--- src/rtl/pgm_stream_sch.sv ---
// pgm_stream_sch: round-robin scheduler sharing the packet-read datapath between
// four template streams (pgm_ram bases 0/128/256/384), with per-stream
// issue-to-issue gap, packet quota, one packet in flight and a WAIT watchdog.
module pgm_stream_sch #(
    parameter string       PLATFORM    = "xilinx",
    parameter int unsigned WDOG_CYCLES = 1023
) (
    input  logic          clk,
    input  logic          rst_n,
    input  logic          pgm_config_reset,
    input  logic [3:0]    stream_en,
    input  logic [127:0]  cfg_gap,
    input  logic [127:0]  cfg_pkt_num,
    input  logic          in_pgm_data_ready,
    input  logic          pkt_done,
    output logic [9:0]    sent_pkt_addr,
    output logic          sent_pkt_rd,
    output logic [1:0]    grant_stream,
    output logic          sch_busy,
    output logic [3:0]    stream_done,
    output logic          sch_err
);

    localparam int unsigned N_STREAM = 4;
    localparam int unsigned IDX_W    = 2;
    localparam int unsigned CNT_W    = 32;
    localparam int unsigned ADDR_W   = 10;
    localparam int unsigned WDOG_W   = 10;

    // Vendor tag only; no vendor-specific structure is generated.
    if (PLATFORM != "xilinx") begin : g_generic_platform
    end

    typedef enum logic {
        IDLE = 1'b0,
        WAIT = 1'b1
    } state_t;

    state_t                 state;
    logic [IDX_W-1:0]       rr_ptr;
    logic [WDOG_W-1:0]      wdog;
    logic [CNT_W-1:0]       gap_cnt    [N_STREAM];
    logic [CNT_W-1:0]       issued     [N_STREAM];

    logic [N_STREAM-1:0]    eligible_c;
    logic                   found_c;
    logic                   grant_c;
    logic [IDX_W-1:0]       pick_c;
    logic [IDX_W-1:0]       idx_c;
    logic [CNT_W-1:0]       issued_nxt_c [N_STREAM];
    logic [N_STREAM-1:0]    quota_hit_c;

    // Eligibility and round-robin pick: first eligible stream after rr_ptr.
    always_comb begin
        eligible_c = '0;
        found_c    = 1'b0;
        pick_c     = rr_ptr;
        idx_c      = '0;
        for (int i = 0; i < N_STREAM; i++) begin
            eligible_c[i] = stream_en[i] & (gap_cnt[i] == '0) & ~stream_done[i];
        end
        for (int unsigned k = 1; k <= N_STREAM; k++) begin
            idx_c = rr_ptr + IDX_W'(k);
            if (!found_c && eligible_c[idx_c]) begin
                pick_c  = idx_c;
                found_c = 1'b1;
            end
        end
        grant_c = (state == IDLE) & in_pgm_data_ready & found_c & ~pgm_config_reset;
    end

    // Issue count after this edge, and quota reached (>= so a lowered quota still ends the stream).
    always_comb begin
        quota_hit_c = '0;
        for (int i = 0; i < N_STREAM; i++) begin
            issued_nxt_c[i] = issued[i];
            if (grant_c && (pick_c == IDX_W'(i))) begin
                issued_nxt_c[i] = issued[i] + CNT_W'(1);
            end
            quota_hit_c[i] = (cfg_pkt_num[i*CNT_W +: CNT_W] != '0) &&
                             (issued_nxt_c[i] >= cfg_pkt_num[i*CNT_W +: CNT_W]);
        end
    end

    // Per-stream gap/issue/done bookkeeping. The gap counter is loaded with
    // cfg_gap-1 so that with the one-cycle decision latency, consecutive
    // grants of a stream land exactly cfg_gap cycles apart.
    always_ff @(posedge clk or negedge rst_n) begin
        if (!rst_n) begin
            for (int i = 0; i < N_STREAM; i++) begin
                gap_cnt[i] <= '0;
                issued[i]  <= '0;
            end
            stream_done <= '0;
        end else if (pgm_config_reset) begin
            for (int i = 0; i < N_STREAM; i++) begin
                gap_cnt[i] <= '0;
                issued[i]  <= '0;
            end
            stream_done <= '0;
        end else begin
            for (int i = 0; i < N_STREAM; i++) begin
                if (grant_c && (pick_c == IDX_W'(i))) begin
                    gap_cnt[i] <= (cfg_gap[i*CNT_W +: CNT_W] == '0) ? '0
                                  : cfg_gap[i*CNT_W +: CNT_W] - CNT_W'(1);
                end else if (gap_cnt[i] != '0) begin
                    gap_cnt[i] <= gap_cnt[i] - CNT_W'(1);
                end
                issued[i] <= issued_nxt_c[i];
            end
            stream_done <= stream_done | quota_hit_c;
        end
    end

    // Issue/wait FSM with registered datapath handshake and watchdog.
    always_ff @(posedge clk or negedge rst_n) begin
        if (!rst_n) begin
            state         <= IDLE;
            sent_pkt_rd   <= 1'b0;
            sent_pkt_addr <= '0;
            grant_stream  <= '0;
            sch_busy      <= 1'b0;
            sch_err       <= 1'b0;
            rr_ptr        <= IDX_W'(N_STREAM - 1);
            wdog          <= '0;
        end else begin
            sent_pkt_rd <= 1'b0;
            case (state)
                IDLE: begin
                    if (grant_c) begin
                        sent_pkt_rd   <= 1'b1;
                        sent_pkt_addr <= ADDR_W'({pick_c, 7'b0});
                        grant_stream  <= pick_c;
                        rr_ptr        <= pick_c;
                        sch_busy      <= 1'b1;
                        wdog          <= '0;
                        state         <= WAIT;
                    end
                end
                WAIT: begin
                    if (pkt_done) begin
                        sch_busy <= 1'b0;
                        state    <= IDLE;
                    end else if (wdog == WDOG_W'(WDOG_CYCLES - 1)) begin
                        sch_busy <= 1'b0;
                        sch_err  <= 1'b1;
                        state    <= IDLE;
                    end else begin
                        wdog <= wdog + WDOG_W'(1);
                    end
                end
                default: state <= IDLE;
            endcase
        end
    end

endmodule

--- config.mk ---
export PLATFORM = sky130hd
export DESIGN_NAME = pgm_stream_sch
export DESIGN_NICKNAME = d
export VERILOG_FILES = /design/src/rtl/pgm_stream_sch.sv
export SDC_FILE = /design/constraint.sdc
export NUM_CORES = 1
export LEC_CHECK = 0
export CORE_MARGIN = 10
export CORE_UTILIZATION = 55
export CTS_BUF_LIST = sky130_fd_sc_hd__clkbuf_8
export DETAILED_ROUTE_END_ITERATION = 10
export GPL_ROUTABILITY_DRIVEN = 0
export GPL_TIMING_DRIVEN = 0
export PLACE_DENSITY = 0.79
export SYNTH_ARGS = -nofsm -noshare
export SYNTH_HDL_FRONTEND = slang
export SYNTH_SLANG_ARGS = --single-unit
--- constraint.sdc ---
create_clock -name clk -period 5.7 [get_ports clk]
set_clock_uncertainty 0.15 [all_clocks]
set_input_delay 0.57 -clock clk [delete_from_list [all_inputs] [get_ports clk]]
set_output_delay 0.57 -clock clk [all_outputs]
set_load 0.03 [all_outputs]
## Word level (Yosys, flattened, before mapping)

Cells that the tools add are included.

- Add/sub/neg operators: 16
- $lt $le $gt $ge: 8
- Eq/ne operators: 8
- Multiplexer cells: 48
- Bitwise gates (word level): 19
- Reduce and logical (&&, ||, !) cells: 39

Operators with widths:

| kind | count |
|---|---|
| $mux W32 | 16 |
| $logic_not A32 Y1 | 8 |
| $mux W128 | 2 |
| $reduce_bool A32 Y1 | 8 |
| $sub A32 B1 Y32 const B | 8 |
| $add A32 B1 Y32 const B | 4 |
| $ge A32 B32 Y1 | 4 |
| $mux W10 | 3 |
| $pmux W10 S2 | 1 |
| $mux W1 | 15 |
| $lt A2 B3 Y1 const B | 4 |
| $reduce_bool A3 Y1 | 4 |
| $and A1 B1 Y1 | 11 |
| $logic_and A1 B1 Y1 | 11 |
| $add A10 B1 Y10 const B | 1 |
| $eq A10 B10 Y1 const B | 1 |
| $bmux W1 S2 | 4 |
| $mux W2 | 4 |
| $not A1 Y1 | 7 |
| $ne A2 B2 Y1 const B | 3 |
| $reduce_and A3 Y1 | 2 |
| $add A2 B2 Y2 const B | 2 |
| $eq A2 B2 Y1 const B | 2 |
| $mux W4 | 1 |
| other kinds (8) | 12 |

- Register bits: 278
- Bits of input ports: 265
- Output and inout bits: 19
- Logic and storage cells: 154

## Longest topological paths before layout

Gate-level depths: netlist of the first run.

- Word-level depth: 23
- Depth in mapped cells: 20
- Depth with buffers taken out: 19

## Worst setup path before layout of the first run

No wires, ideal clock.

- Kind: reg-to-reg
- Start point: register gap_cnt[35] in the netlist's numbering
- End point: register stream_done[3]
- Library setup time: 143 ps
- Arrival time: 4213 ps
- Data required time: 5407 ps
- Setup slack: 1194 ps
- Cell stages (with the launch flop): 18
- Buffers on the path: 1
- Period minus slack after synthesis: 4506 ps
- Cell sequence: dfrtp_1 > or4_4 > or3_4 > or4_4 > o31ai_4 > o211ai_4 > nor2_1 > buf_2 > xnor2_1 > ha_1 > nand2b_1 > a21o_1 > a21o_1 > a21oi_1 > o21ai_0 > a2111oi_0 > or3_1 > a31oi_1

- Longest elaborated chain between the ends: 23
- Elaborated cells on any way between the ends: 34
- Those cells by class: order compare (1); eq/ne (1); mux (18); bitwise (5); reduce/logical (9)

RTL lines:

| what | line | source |
|---|---|---|
| from (decl) | 42 | `logic [CNT_W-1:0] gap_cnt [N_STREAM];` |
| from (signal, indexed assignment) | 104 | `gap_cnt[i] <= (cfg_gap[i*CNT_W +: CNT_W] == '0) ? '0` |
| from (signal, indexed assignment) | 107 | `gap_cnt[i] <= gap_cnt[i] - CNT_W'(1);` |
| $logic_not A32 Y1 * | 60 | `eligible_c[i] = stream_en[i] & (gap_cnt[i] == '0) & ~stream_done[i];` |
| $and A1 B1 Y1 * (2 in series) | 60 |  |
| $bmux W1 S2 | 64 | `if (!found_c && eligible_c[idx_c]) begin` |
| $mux W1 (not written as such) | 64 |  |
| $mux W1 | 64 |  |
| $logic_not A1 Y1 | 64 |  |
| $logic_and A1 B1 Y1 | 64 |  |
| $mux W1 | 64 |  |
| [... 5 more ...] | - |  |
| $mux W1 | 64 |  |
| $and A1 B1 Y1 (2 in series) | 69 | `grant_c = (state == IDLE) & in_pgm_data_ready & found_c & ~pgm_config_reset;` |
| $logic_and A1 B1 Y1 * | 77 | `if (grant_c && (pick_c == IDX_W'(i))) begin` |
| $mux W32 * | 77 |  |
| $ge A32 B32 Y1 * | 81 | `(issued_nxt_c[i] >= cfg_pkt_num[i*CNT_W +: CNT_W]);` |
| $logic_and A1 B1 Y1 * | 80 | `quota_hit_c[i] = (cfg_pkt_num[i*CNT_W +: CNT_W] != '0) &&` |
| $or A4 B4 Y4 * | 111 | `stream_done <= stream_done \| quota_hit_c;` |
| $mux W4 * | 95 | `end else if (pgm_config_reset) begin` |
| to (signal assigned) | 111 |  |
| to (decl) | 20 | `output logic [3:0] stream_done,` |

Mark *: on every way between the ends. The rest lies on a longest branch, timed or not. The select of a mux whose other input is x is not followed.
A chain may end at the register's enable or synchronous reset.

## Final worst setup path of the first run

- Start point: register gap_cnt[96] in the netlist's numbering
- End point: register stream_done[2]

Same word-level chain as after synthesis.

==> run_results.csv, run 1 <==
group,metric,value,unit
status,status,"completed",
floorplan,rows,73,
power,switchingPower,3.571,mW
setup_path,worst-setup-path-type,"register to register",
synthesis,synth_cells,2679,
synthesis,ys_seq_elements,278,
grt,grt_overflow_total,0,
route,drt-vias-per-instance,5.996,
placement,hpwl,53410,um
setup_path,required,6.07,ns
floorplan,die_w,221.2,um
floorplan,io_pins,284,
layout,layout.nets,3434,
power,p_int,4.868,mW
setup_path,endpoint_kind,"register",
clock_network,cts_buffers,50,
clock_network,clock_sinks,278,
route,wl_per_cell,19.43,um
job,maxCapViolations,0,
setup_path,ff2ff_path_depth,20,
layout,fin_util,67.53,%
synthesis,yosys.area.top_type_share,31.01,%
timing,fin_crit_sh,96.07,%
route,antenna_left,0,
timing,setup_violations,0,
synthesis,syn_area,22270,um^2
hold_path,hold_path.class,"register to register",
power,power_density,313.1,nW/um^2
clock_network,clk_latency,0.63,ns
power,power_switching_share,42.32,%
route,drtIter0Drc,1838,
hold_path,min_to,"sch_err",
synthesis,synthTopCellsByArea,"dfrtp_1 (31%), ha_1 (8.4%), xnor2_1 (7.1%)",
clock_network,clockBufferDepth,3,
power,pwr-share-clk,23.4,%
grt,gr-usage-all-layers,27.33,%
timing,min_period,5.476,ns
timing,slew_headroom,19.27,%
setup_path,path_max_fanout,10,
placement,post-place-ws,-0.5704,ns
timing,drv_slew,0,
placement,io_buffers,275,
layout,n_antenna_cell,0,
layout,regArea,6959,um^2
power,pwr-share-comb,44.7,%
power,cellLeakagePower,12.60,nW
setup_path,cp_data_arrival_time,5.84,ns
layout,syn_to_final_growth,21.04,%
layout,drive_gt1_share,6.322,%
synthesis,synth_seq_area_share,31.25,%
synthesis,synthArstFlopShare,100.0,%
clock_network,htreeDepth,2,
timing,tightest_slew,1.200,ns
power,peakVddDrop,0.0001926,V
route,drt-total-wl,69530,um
grt,grt_max_degree,122,
hold_path,hp-start,"sch_err",
floorplan,die_h,221.2,um
synthesis,synth_top_flop_cell,"dfrtp_1",
floorplan,dieArea,48940,um^2
setup_path,r2r_start,"gap_cnt[96]",
setup_path,crit_path_start_kind,"register",
grt,grt_pass1_vias,21920,
synthesis,yosysWarnings,0,
timing,fin_hold_ws,0.3213,ns
setup_path,r2r_slack,0.22,ns
timing,fmax,0.1826,GHz
timing,setup_slack,0.2237,ns
clock_network,cts.clk_slew.worst_paths,0.06,ns
grt,grt_pass1_wl,112200,um
floorplan,fp.coreArea,39910,um^2
synthesis,avgSynthCellArea,8.313,um^2
grt,antenna_found_initial,1,
synthesis,yosysTopAreaCell,"dfrtp_1",
hold_path,hold_depth,2,
timing,hold_violations,0,
setup_path,r2r_end,"stream_done[2]",
synthesis,synth-edff-count,0,
synthesis,synth.distinct_cells,80,
layout,multi_input_area,14390,um^2
floorplan,initial_utilization,55.79,%
route,dr.pass1.iters,8,
route,vias,21450,
clock_network,cts_tree,"yes",
route,drc,0,
layout,fillers,3269,
power,pwr-share-seq,31.9,%
clock_network,root_buffer,"clkbuf_8",
-- worst max path at each step --
stage | from | cells after the start | slack, ns | to
global placement | rst_n | 1 | -8.14 | gap_cnt[119]
floorplan | gap_cnt[35] | 17 | 1.19 | stream_done[3]
global route | gap_cnt[80] | 16 | -0.003 | stream_done[3]
CTS | gap_cnt[122] | 17 | 0.16 | stream_done[1]
detailed placement | gap_cnt[122] | 16 | -0.57 | stream_done[3]
finish | gap_cnt[96] | 20 | 0.22 | stream_done[2]
-- metrics by stage --
step	total power, mW	area [um^2]	cells	setup TNS, ns
final	8.440	26960	3578	0
after global routing	8.973	26960	3578	-0.002954
after CTS	8.310	26850	3575	0
after detailed placement	6.282	25770	3488	-1.477
after global placement	6.159	25710	3486	-2245.06
after floorplan	5.123	22300	2686	0
-- cells in the mapped netlist (all sizes together) (78+ instances only) --
| cell type | number |
|---|---|
| nor3 | 112 |
| nand2 | 261 |
| inv | 168 |
| xnor2 | 181 |
| nor2b | 96 |
| xor2 | 160 |
| ha | 150 |
| nor2 | 194 |
| nand3 | 109 |
| nor4 | 112 |
| nand4 | 78 |
| dfrtp | 276 |
| or3 | 78 |
| a21oi | 148 |
-- cell type report --
type                    count  area share [%]
repair buffers            281           10.56
plain buffers              95           1.680
flip-flops and latches    278           25.82
multi-input cells        2145           53.36
clock buffers              67           3.421
inverters                 168           2.339
well taps                 525           2.437
clock inverters            19          0.3853
-- critical path, cell delays in order, from the launching register on --
cell      delay (ns)
dfrtp_1         0.42
inv_1           0.09
ha_1            0.15
nor4b_1         0.31
nand4_1         0.35
or4_1           0.60
a41oi_2         0.37
o21a_2          0.35
buf_2           0.32
nand2_1         0.26
or3_1           0.49
xnor2_1         0.19
ha_1            0.28
a21oi_1         0.16
nor2b_1         0.07
o21ai_0         0.15
nand2b_1        0.08
a21oi_1         0.16
o211ai_1        0.11
a21oi_1         0.21
a21oi_1         0.09
-- logic make-up (layout without fill, tap and decap cells) --
group | Yosys count | after routing | share of synthesized area (%)
XOR/XNOR | 341 | 341 | 13.41
flip-flops | 278 | 278 | 31.25
multiplexers | 56 | 56 | 2.629
AND/OR/NAND/NOR | 1242 | 1242 | 29.82
AO/OA/AOI/OAI | 348 | 348 | 9.630
buffers and inverters | 263 | 630 | 4.820
adder cells (fa/ha/maj) | 150 | 150 | 8.427
other | 1 | 8 | 0.01684
-- cells in the final DEF (no fill, tap or decap), drive strengths merged, types with 16 or more instances in the layout --
cell / count
nand2: 261
a21o: 33
clkbuf: 124
xnor2: 181
nor2: 194
and2: 16
nor2b: 96
or4: 34
and3: 31
nor4: 112
nand4: 78
nor3: 112
nand2b: 51
a21oi: 148
mux2i: 36
inv: 181
buf: 43
xor2: 160
ha: 150
dfrtp: 276
clkdlybuf4s50: 274
mux2: 20
and4: 17
o21ai: 74
nand3: 109
or3: 78
-- layer usage --
layer | track usage, % | vias up | wire, um
li1 | - | 10110 | -
met1 | 33.03 | 10300 | 27970
met2 | 46.50 | 870 | 33610
met3 | 5.194 | 179 | 5277
met4 | 11.91 | 0 | 2678
met5 | 0 | - | 0
-- power by group through the flow --
stage | Clock [mW] | Sequential, mW | Combinational (mW)
after detailed placement | 0 | 2.69 | 3.60
after CTS | 1.99 | 2.66 | 3.66
final | 1.97 | 2.69 | 3.78
after global routing | 2.08 | 2.74 | 4.15
after floorplan | 0 | 2.63 | 2.50
after global placement | 0 | 2.67 | 3.49
-- flip-flops by register name, summed over array words and instances, names as in the netlist --
signal and cells:
gap_cnt 128, issued 128, rr_ptr 2, sch_busy 1
sch_err 1, sent_pkt_addr 2, sent_pkt_rd 1, state 1
stream_done 4, wdog 10
-- repair_timing --
| action | in CTS | in global routing |
|---|---|---|
| endpoints found under the hold margin | 62 | 0 |
| hold buffers | 1 | 0 |
| setup buffers | 0 | 3 |
| resized for setup | 10 | 14 |
| endpoints found under the setup margin | 4 | 4 |
No activity file was read; power rests on OpenSTA's default activity.
==> inputs of run 2 (changes only) <==
Settings changed: CORE_UTILIZATION 55 to 44, PLACE_DENSITY 0.79 to 0.66.
==> run 2 against run 1 <==
Against the previous run: utilization is 13 points lower; via count decreased by 2.4%; critical path type unchanged; register-to-register slack barely moved; critical path depth decreased by 3.
==> run_results.csv, run 2 (same netlist as run 1, synthesis figures left out) <==
group,metric,value,unit
layout,n_antenna_cell,0,
route,wl_per_cell,19.19,um
route,drt-met1-wl,30640,um
layout,largest_registers,"gap_cnt: 128 flops, issued: 128 flops, wdog: 10 flops",
setup_path,required,6.06,ns
timing,min_period,5.471,ns
clock_network,clockBufferDepth,3,
layout,syn_to_final_growth,22.38,%
route,drt-total-wl,71730,um
timing,slew_headroom,14.04,%
grt,antenna_found_initial,1,
route,route.met3.wl,4171,um
clock_network,cts.clk_slew.worst_paths,0.06,ns
clock_network,clk_latency,0.64,ns
route,antenna_left,0,
floorplan,rows,82,
timing,hold_violations,0,
timing,drv_slew,0,
floorplan,die_h,245.0,um
grt,gr-usage-all-layers,23.38,%
power,power_density,314.1,nW/um^2
job,maxCapViolations,0,
power,peakVddDrop,0.0002603,V
grt,grt_pass1_vias,21530,
route,dr_wl_met2,35080,um
layout,fillers,4707,
setup_path,worst-setup-path-type,"register to register",
placement,hpwl,55650,um
clock_network,cts_tree,"yes",
timing,fmax,0.1828,GHz
grt,grt_overflow_total,0,
grt,grt_pass1_wl,114000,um
layout,layout_commonest_cell,"dfrtp_1",
route,highest_layer,"met5",
layout,drive_gt1_share,6.427,%
setup_path,crit_path_start_kind,"register",
setup_path,cp_data_arrival_time,5.83,ns
clock_network,root_buffer,"clkbuf_8",
power,total_power,8.560,mW
setup_path,endpoint_kind,"register",
route,dr.pass1.iters,5,
hold_path,hold_path.class,"register to register",
placement,io_buffers,275,
layout,layout_common_cells,"dfrtp_1 (276), clkdlybuf4s50_1 (274), nand2_1 (260)",
setup_path,path_max_fanout,10,
floorplan,dieArea,60010,um^2
grt,grt_max_degree,97,
power,cellLeakagePower,12.67,nW
floorplan,fp.coreArea,50070,um^2
timing,setup_violations,0,
status,status,"completed",
clock_network,clock_sinks,278,
clock_network,cts_buffers,53,
route,vias,20950,
route,drt-vias-per-instance,5.605,
route,drtIter0Drc,1320,
floorplan,die_w,245.0,um
timing,setup_tns,0,ns
setup_path,cp_slowest_cell,"or4_1",
setup_path,worstPathCellList,"nor4_1, nand3_2, or4_1, a41oi_2, o21a_2, nor2_1, clkbuf_2, xnor2_1, ha_1, nand2b_1, a21o_1, a21o_1, a21oi_1, o21ai_0, a2111oi_0, o31a_1, o21ai_0",
layout,layout.nets,3437,
clock_network,htreeDepth,2,
floorplan,initial_utilization,44.48,%
timing,tightest_slew,1.281,ns
setup_path,critical-path-max-stage-delay,0.62,ns
route,drc,0,
timing,fin_crit_sh,95.98,%
floorplan,io_pins,284,
run 2: cell count changes in the layout (fill, tap and decap cells not counted), sizes merged:
cell / previous run / this run
clkbuf: 124 / 132
bufinv: 1 / 0
clkdlybuf4s18: 0 / 1
clkdlybuf4s15: 1 / 0
clkinvlp: 0 / 2
inv: 181 / 187
clkinv: 5 / 2
run 2: what timing repair did:
action | CTS | global route
hold buffers | 1 | 0
buffers inserted | 0 | 3
endpoints found under the setup margin | 4 | 4
pin swaps | 0 | 1
endpoints found under the hold margin | 94 | 0
gates resized for setup | 12 | 15
run 2: per-stage QoR:
step / std cells / hold WS (ns) / area (um^2) / util (%) / worst slack [ns]
detailed placement: 3635 / 0.3229 / 25950 / 51.83 / -0.6719
floorplan: 2686 / 0.1244 / 22300 / - / 1.194
finish: 3737 / 0.3324 / 27250 / 54.43 / 0.2293
CTS: 3734 / 0.3362 / 27140 / 54.22 / 0.02816
global route: 3737 / 0.3872 / 27250 / 54.43 / -0.05544
global placement: 3633 / 0.3085 / 25890 / 51.71 / -8.512
run 2: layout make-up:
class / count / area [um^2] / area share (%)
plain buffers: 95 / 451.7 / 1.657
clock buffers: 75 / 1032 / 3.788
clock inverters: 23 / 96.34 / 0.3535
inverters: 168 / 630.6 / 2.314
multi-input cells: 2145 / 14400 / 52.83
flip-flops and latches: 278 / 6959 / 25.53
well taps: 672 / 840.8 / 3.085
repair buffers: 281 / 2845 / 10.44
run 2: layer usage:
metal  track usage [%]  vias up
met5                 0        -
met4             6.995        2
met3             4.920      122
met2             40.31      599
met1             28.81    10110
li1                  -    10110
run 2: final timing paths:
check,startpoint,endpoint,slack (ns),cells after the start
worst min-delay path,sch_err,sch_err,0.33,2
max in group asynchronous,rst_n,issued[86],3.97,3
worst min register to register,sch_err,sch_err,0.33,2
min in group asynchronous,rst_n,gap_cnt[24],0.40,2
worst max register to register,gap_cnt[118],stream_done[1],0.23,17
worst max-delay path,gap_cnt[118],stream_done[1],0.23,17
run 2: report_power, final:
part / total [mW] / switching [mW] / internal, mW
clock network: 2.07 / 0.913 / 1.16
logic: 3.79 / 2.30 / 1.49
registers: 2.70 / 0.393 / 2.31
total: 8.56 / 3.61 / 4.95
run 2: critical path, delay by kind of cell (launching register included):
family / cells / cell delay (ns)
AO/OA/AOI/OAI: 9 / 2.05
XOR/XNOR: 1 / 0.39
adder cells (fa/ha/maj): 1 / 0.30
buffers and inverters: 1 / 0.24
flip-flops: 1 / 0.40
AND/OR/NAND/NOR: 5 / 1.79
